$ cat src/rtl/scan_chain_ctrl.sv
// Scan chain sequencer: shifts a stimulus pattern into an external scan chain,
// pulses one capture cycle, then shifts the captured chain contents back out.
module scan_chain_ctrl #(
    parameter int CHAIN_LEN = 32,
    parameter int CNT_W     = 8
) (
    input  logic                 CLK,
    input  logic                 RSTB,
    input  logic                 start,
    input  logic                 abort,
    input  logic [CHAIN_LEN-1:0] pattern,
    input  logic                 so_i,
    output logic                 se_o,
    output logic                 si_o,
    output logic                 busy,
    output logic                 done,
    output logic                 aborted,
    output logic [CHAIN_LEN-1:0] response
);

    typedef enum logic [2:0] {
        IDLE,
        LOAD,
        CAPTURE,
        UNLOAD,
        DONE
    } state_t;

    localparam logic [CNT_W-1:0] LAST_CNT = CNT_W'(CHAIN_LEN - 1);

    state_t               state_q, state_d;
    logic [CNT_W-1:0]     cnt_q, cnt_d;
    logic [CNT_W-1:0]     uidx_q, uidx_d;
    logic [CHAIN_LEN-1:0] shreg_q, shreg_d;
    logic [CHAIN_LEN-1:0] resp_q, resp_d;
    logic                 se_q, se_d;
    logic                 si_q, si_d;
    logic                 busy_q, busy_d;
    logic                 done_q, done_d;
    logic                 abt_q, abt_d;
    logic                 unl_q, unl_d;

    logic abort_take;
    logic last_cnt;

    assign abort_take = abort && (state_q inside {LOAD, CAPTURE, UNLOAD});
    assign last_cnt   = (cnt_q == LAST_CNT);

    // Outputs are registered from the current state, so the pins trail the
    // FSM by one cycle; unl_q/uidx_q mark which UNLOAD cycle the pins show.
    always_comb begin
        // NOTE: every signal gets a default before any branch so no path
        // leaves it unassigned, which would infer a latch.
        state_d = state_q;
        cnt_d   = cnt_q;
        shreg_d = shreg_q;
        resp_d  = resp_q;
        se_d    = 1'b0;
        si_d    = 1'b0;
        busy_d  = 1'b0;
        done_d  = 1'b0;
        abt_d   = 1'b0;
        unl_d   = 1'b0;
        uidx_d  = '0;

        // First so_i sample lands in the top bit, the last in bit 0.
        if (unl_q && !abort_take) begin
            for (int i = 0; i < CHAIN_LEN; i++) begin
                if (i == CHAIN_LEN - 1 - int'(uidx_q)) begin
                    resp_d[i] = so_i;
                end
            end
        end

        if (abort_take) begin
            state_d = IDLE;
            cnt_d   = '0;
            abt_d   = 1'b1;
        end else begin
            unique case (state_q)
                IDLE: begin
                    if (start && !abort) begin
                        state_d = LOAD;
                        cnt_d   = '0;
                        shreg_d = pattern;
                    end
                end
                LOAD: begin
                    se_d    = 1'b1;
                    si_d    = shreg_q[CHAIN_LEN-1];
                    busy_d  = 1'b1;
                    shreg_d = {shreg_q[CHAIN_LEN-2:0], 1'b0};
                    if (last_cnt) begin
                        state_d = CAPTURE;
                        cnt_d   = '0;
                    end else begin
                        cnt_d = cnt_q + CNT_W'(1);
                    end
                end
                CAPTURE: begin
                    busy_d  = 1'b1;
                    state_d = UNLOAD;
                    cnt_d   = '0;
                end
                UNLOAD: begin
                    se_d   = 1'b1;
                    busy_d = 1'b1;
                    unl_d  = 1'b1;
                    uidx_d = cnt_q;
                    if (last_cnt) begin
                        state_d = DONE;
                        cnt_d   = '0;
                    end else begin
                        cnt_d = cnt_q + CNT_W'(1);
                    end
                end
                DONE: begin
                    busy_d  = 1'b1;
                    done_d  = 1'b1;
                    state_d = IDLE;
                end
                default: begin
                    state_d = IDLE;
                    cnt_d   = '0;
                end
            endcase
        end
    end

    // NOTE: sequential state uses non-blocking assignments so every register
    // samples pre-edge values, independent of process ordering.
    always_ff @(posedge CLK or negedge RSTB) begin
        if (!RSTB) begin
            state_q <= IDLE;
            cnt_q   <= '0;
            uidx_q  <= '0;
            shreg_q <= '0;
            resp_q  <= '0;
            se_q    <= 1'b0;
            si_q    <= 1'b0;
            busy_q  <= 1'b0;
            done_q  <= 1'b0;
            abt_q   <= 1'b0;
            unl_q   <= 1'b0;
        end else begin
            state_q <= state_d;
            cnt_q   <= cnt_d;
            uidx_q  <= uidx_d;
            shreg_q <= shreg_d;
            resp_q  <= resp_d;
            se_q    <= se_d;
            si_q    <= si_d;
            busy_q  <= busy_d;
            done_q  <= done_d;
            abt_q   <= abt_d;
            unl_q   <= unl_d;
        end
    end

    assign se_o     = se_q;
    assign si_o     = si_q;
    assign busy     = busy_q;
    assign done     = done_q;
    assign aborted  = abt_q;
    assign response = resp_q;

endmodule

$ cat config.mk
export PLATFORM = sky130hd
export DESIGN_NAME = scan_chain_ctrl
export DESIGN_NICKNAME = d
export VERILOG_FILES = /design/src/rtl/scan_chain_ctrl.sv
export SDC_FILE = /design/constraint.sdc
export NUM_CORES = 1
export LEC_CHECK = 0
export ABC_AREA = 1
export BUFFER_PORTS_ARGS = -buffer_cell sky130_fd_sc_hd__buf_2
export CAP_MARGIN = 20
export CORE_UTILIZATION = 45
export CTS_CLUSTER_DIAMETER = 200
export CTS_CLUSTER_SIZE = 16
export DETAILED_ROUTE_END_ITERATION = 8
export PLACE_DENSITY = 0.64
export SLEW_MARGIN = 20
export SYNTH_ARGS = -nofsm -noshare
export SYNTH_HDL_FRONTEND = slang
export SYNTH_SLANG_ARGS = --single-unit
$ cat constraint.sdc
create_clock -name CLK -period 2.2 [get_ports CLK]
set_input_delay 0.22 -clock CLK [delete_from_list [all_inputs] [get_ports CLK]]
set_output_delay 0.22 -clock CLK [all_outputs]
set_load 0.01 [all_outputs]
# Yosys cells after proc, flatten, opt, wreduce, memory -nomap -nowiden
# Index checks and enable logic that the tools add are counted.
[classes] add_sub_neg=2 eq_ne=41 n_mux=24 n_bitwise=1 n_reduce_logical=46
[ops] cell="== test 6 x 9 -> 1 bit (first input constant)" n=16
[ops] cell="== test 5 x 9 -> 1 bit (first input constant)" n=8
[ops] cell="AND reduction 2 bit" n=33
[ops] cell="one-hot mux 32 bit (2 select lines)" n=1
[ops] cell="2-to-1 mux 8 bit" n=5
[ops] cell="== test 4 x 9 -> 1 bit (first input constant)" n=4
[ops] cell="zero test 32 bit" n=1
[ops] cell="2-to-1 mux 32 bit" n=1
[ops] cell="one-hot mux 8 bit (3 select lines)" n=1
[ops] cell="== test 3 x 9 -> 1 bit (first input constant)" n=2
[ops] cell="2-to-1 mux 3 bit" n=4
[ops] cell="one-hot mux 3 bit (4 select lines)" n=1
[ops] cell="2-to-1 mux 1 bit" n=11
[ops] cell="== test 2 x 9 -> 1 bit (first input constant)" n=1
[ops] cell="inequality test 3 bit (second input constant)" n=3
[ops] cell="subtractor 5 x 8 -> 9 bit (first input constant)" n=1
[ops] cell="adder 8 x 1 -> 8 bit (second input constant)" n=1
[ops] cell="== test 8 x 5 -> 1 bit (second input constant)" n=1
[ops] cell="== test 3 x 2 -> 1 bit (second input constant)" n=2
[ops] cell="AND reduction 3 bit" n=2
[ops] cell="inequality test 2 bit (second input constant)" n=2
[ops] cell="OR reduction 4 bit" n=1
[ops] cell="== test 3 x 1 -> 1 bit (second input constant)" n=1
[ops] cell="== test 3 bit (second input constant)" n=1
[ops] cell="other kinds (7)" n=10
[totals] register_bits=89 input_bits=37 out_inout_bits=37 elab_cells=156

# Logic depth before layout (Yosys ltp)
[logic_depth] word_depth=6 mapped_depth=11

# Worst setup path after synthesis
# No wires, ideal clock.
[synth_path] path_kind="register to register" start="register uidx_q[5]" end="register resp_q[23], in the netlist response[23]" setup_ns=0.117 arrival_ns=1.472 slack_ns=0.611 stages_incl_launch_ff=9 n_path_buf=0 period_less_slack_ns=1.589 cell_sequence="dfrtp_1 > inv_1 > ha_1 > nor2_1 > nand4_1 > nor2_1 > nand3_1 > nand2_1 > nand2_1"
[synth_between] elab_chain_len=3
[synth_rtl] element="from (decl)" line="33" rtl="logic [CNT_W-1:0] uidx_q, uidx_d;"
[synth_rtl] element="from (signal assigned)" line="148" rtl="uidx_q <= uidx_d;"
[synth_rtl] element="subtractor 5 x 8 -> 9 bit" line="69" rtl="if (i == CHAIN_LEN - 1 - int'(uidx_q)) begin"
[synth_rtl] element="== test 6 x 9 -> 1 bit" line="69"
[synth_rtl] element="AND reduction 2 bit (no line)"
[synth_rtl] element="to (signal assigned)" line="150" rtl="resp_q <= resp_d;"
[synth_rtl] element="to (decl)" line="35" rtl="logic [CHAIN_LEN-1:0] resp_q, resp_d;"
# Every way passes these cells.
# A chain may end at the register's enable or synchronous reset.

# Worst setup path in the final report
[layout_path] start="register uidx_q[5]" end="register resp_q[22], in the netlist response[22]"
# Same word-level chain as after synthesis.

==> summary.txt <==
Final setup viols - 0
Status - finished, final reports clean
Fraction of layout cells with a size suffix above 1 - 16.99%
Largest net degree at the start of global routing - 65
Syn Area/Cell - 7.587 um^2
Crit end category - register
Hold Vio Cnt, Final - 0
Number of distinct library cells after synthesis - 26
Io pins - 74
Filler Cells Inserted - 966
Clock skew - 0.007065 ns
Antenna Nets Post-Route - 0
Vias in the first global route - 3,529
First-pass detailed-route iteration total - 5
Initial antenna violation count - 0
Most common cell after layout, fill and taps aside - nand2_1
Total Neg Setup Slack - 0 ns
Vias per inst - 4.863
Post-synth ARST share - 100.0%
CTS Buffer Depth - 2
Layout area overhead - 13.21%
Worst Path Arrival - 2.10 ns
Post-Syn Area - 0.004613 mm^2
Num CTS Buffers - 9
Row cnt - 36
Reg2reg start - uidx_q[5]
Die X - 103.3 um
Num Clock Sinks - 89
PortBufs - 73
CP Class - reg2reg
Worst Tran Pin Value - 0.7024 ns
Max VDD drop - 0.0005583 V
Final period utilization - 84.63%
Hpwl dp - 6692 um
Syn Nets - 647
Die height - 103.3 um
Top-area cell type share of the netlist area - 48.28%
First-pass GRT wire length - 16,110 um
Core area - 0.009864 mm^2
DRT iter0 DRCs - 157
Initial Utilization - 46.77%
Reg clk slew, reported paths - 0.08 ns
Clk root buf - clkbuf_8
Number of flops mapped to enable cells by yosys - 0
Post-CTS setup buffer count - 0
Static Leak - 2.765 nW
Main synth FF type - dfrtp_1
DIE AREA - 0.01066 mm^2
DRC viols - 0
Post-synthesis register bit count - 89
CP Launch Type - register
Fmax - 0.5371 GHz
Max-cap violations - 0
Min Tclk post-route - 1.862 ns
Slew headroom - 53.15%
Clk_lat worst skew - 0.35 ns
CP Data Required Time - 2.44 ns
Max-slew violation count - 0
DR vias - 3,939
Min-delay src - abort
Post-Syn Instances - 608
Power Density - 838.3 mW/mm^2
Hold Path Class - in2reg
Yosys warns - 0
# diodes - 0
Fin Hold WS - 0.1318 ns
CTS tree - built
Synth area leaders - dfrtp_1 48%, nand2_1 14%, inv_1 6.6%
DR WL/cell - 11.70 um
Htree depth - 3
WL final - 9481 um
Cell taking the most area after synthesis - dfrtp_1
Register area share after synthesis - 48.28%
RSZ-0062 raised after global routing - false
Total Nets Final - 712
GR Overflow Total - 0
Critical Path Source - uidx_q[5]
Most frequent cells in the layout - 166 x nand2_1, 89 x dfrtp_1, 81 x inv_1
Global-route usage over all layers - 19.29%
Placer congestion estimate - 0.8686
Crit path max fanout - 9
-- worst max-delay path, cell delays in order, from the launching register on --
cell and delay (ns):
dfrtp_1 0.40, inv_1 0.10, ha_1 0.31, nor2_1 0.14, nand4_1 0.32, nor2_1 0.27, nand3_1 0.10, nand2_1 0.08
nand2_1 0.04
-- registers in the layout (all words and copies together), names as in the netlist --
signal and cells:
aborted 1, busy 1, cnt_q 8, done 1, response 32, se_o 1
shreg_q 32, si_o 1, state_q 3, uidx_q 8, unl_q 1
-- per-stage QoR --
step	util, %	cell area, um^2	setup slack, ns	cells	power, W
floorplan	-	4613	0.6112	608	0.003114
finish	52.94	5223	0.3381	810	0.004378
detailed placement	51.14	5045	0.2275	793	0.003425
global route	52.94	5223	0.1390	810	0.004750
global placement	51.14	5045	0.3444	793	0.003369
CTS	52.89	5218	0.3464	809	0.004434
-- Yosys cell counts, types with 4 or more instances --
| cell type | instances |
|---|---|
| nand2_1 | 166 |
| dfrtp_1 | 89 |
| inv_1 | 81 |
| o21ai_0 | 58 |
| nand3_1 | 56 |
| nor2_1 | 53 |
| nand4_1 | 32 |
| o21ai_1 | 12 |
| buf_2 | 10 |
| clkbuf_1 | 8 |
| a21oi_1 | 7 |
| inv_2 | 7 |
| buf_6 | 5 |
| nor2_4 | 5 |
| nand3_2 | 4 |
-- worst paths after layout --
path                           endpoint  slack, ns  depth (start not counted)
max                        response[22]       0.34                          8
min                                se_o       0.13                          2
max reg2reg                response[22]       0.34                          8
min reg2reg                 response[1]       0.47                          2
max in group asynchronous      cnt_q[6]       1.24                          3
min in group asynchronous  response[30]       0.36                          2
-- kinds of logic (layout without fill, tap and decap cells) --
kind of cell / after synthesis / count (layout) / synth area share, %
AND/OR/NAND/NOR: 323 / 323 / 31.43
flip-flops: 89 / 89 / 48.28
AO/OA/AOI/OAI: 79 / 79 / 8.842
buffers and inverters: 115 / 184 / 10.90
adder cells (fa/ha/maj): 2 / 2 / 0.5424
-- power by group --
group	switching, W	internal (W)
clock	0.000555	0.000433
sequential	0.000193	0.00199
combinational	0.000803	0.000402
-- what timing repair did --
item                                    in CTS  in global routing
gates resized for setup                      0                  0
endpoints found under the hold margin       35                  0
endpoints found under the setup margin       0                  0
hold buffers                                 1                  0
-- layout make-up --
cell class / count / area, um^2 / area share (%)
tap: 133 / 166.4 / 3.186
multi-input combinational: 404 / 1894 / 36.27
clock inverter: 3 / 17.52 / 0.3354
clock buffer: 12 / 145.1 / 2.779
inverter: 89 / 339.1 / 6.493
timing repair buffer: 80 / 432.9 / 8.289
sequential: 89 / 2227 / 42.65
-- per-layer routing --
| layer | wire length, um | vias up | track usage, % |
|---|---|---|---|
| li1 | - | 2067 | - |
| met1 | 4685 | 1793 | 27.16 |
| met2 | 4356 | 74 | 29.69 |
| met3 | 378 | 5 | 4.099 |
| met4 | 61 | 0 | 6.609 |
| met5 | 0 | - | 0 |
(Power assumes the default switching activity.)
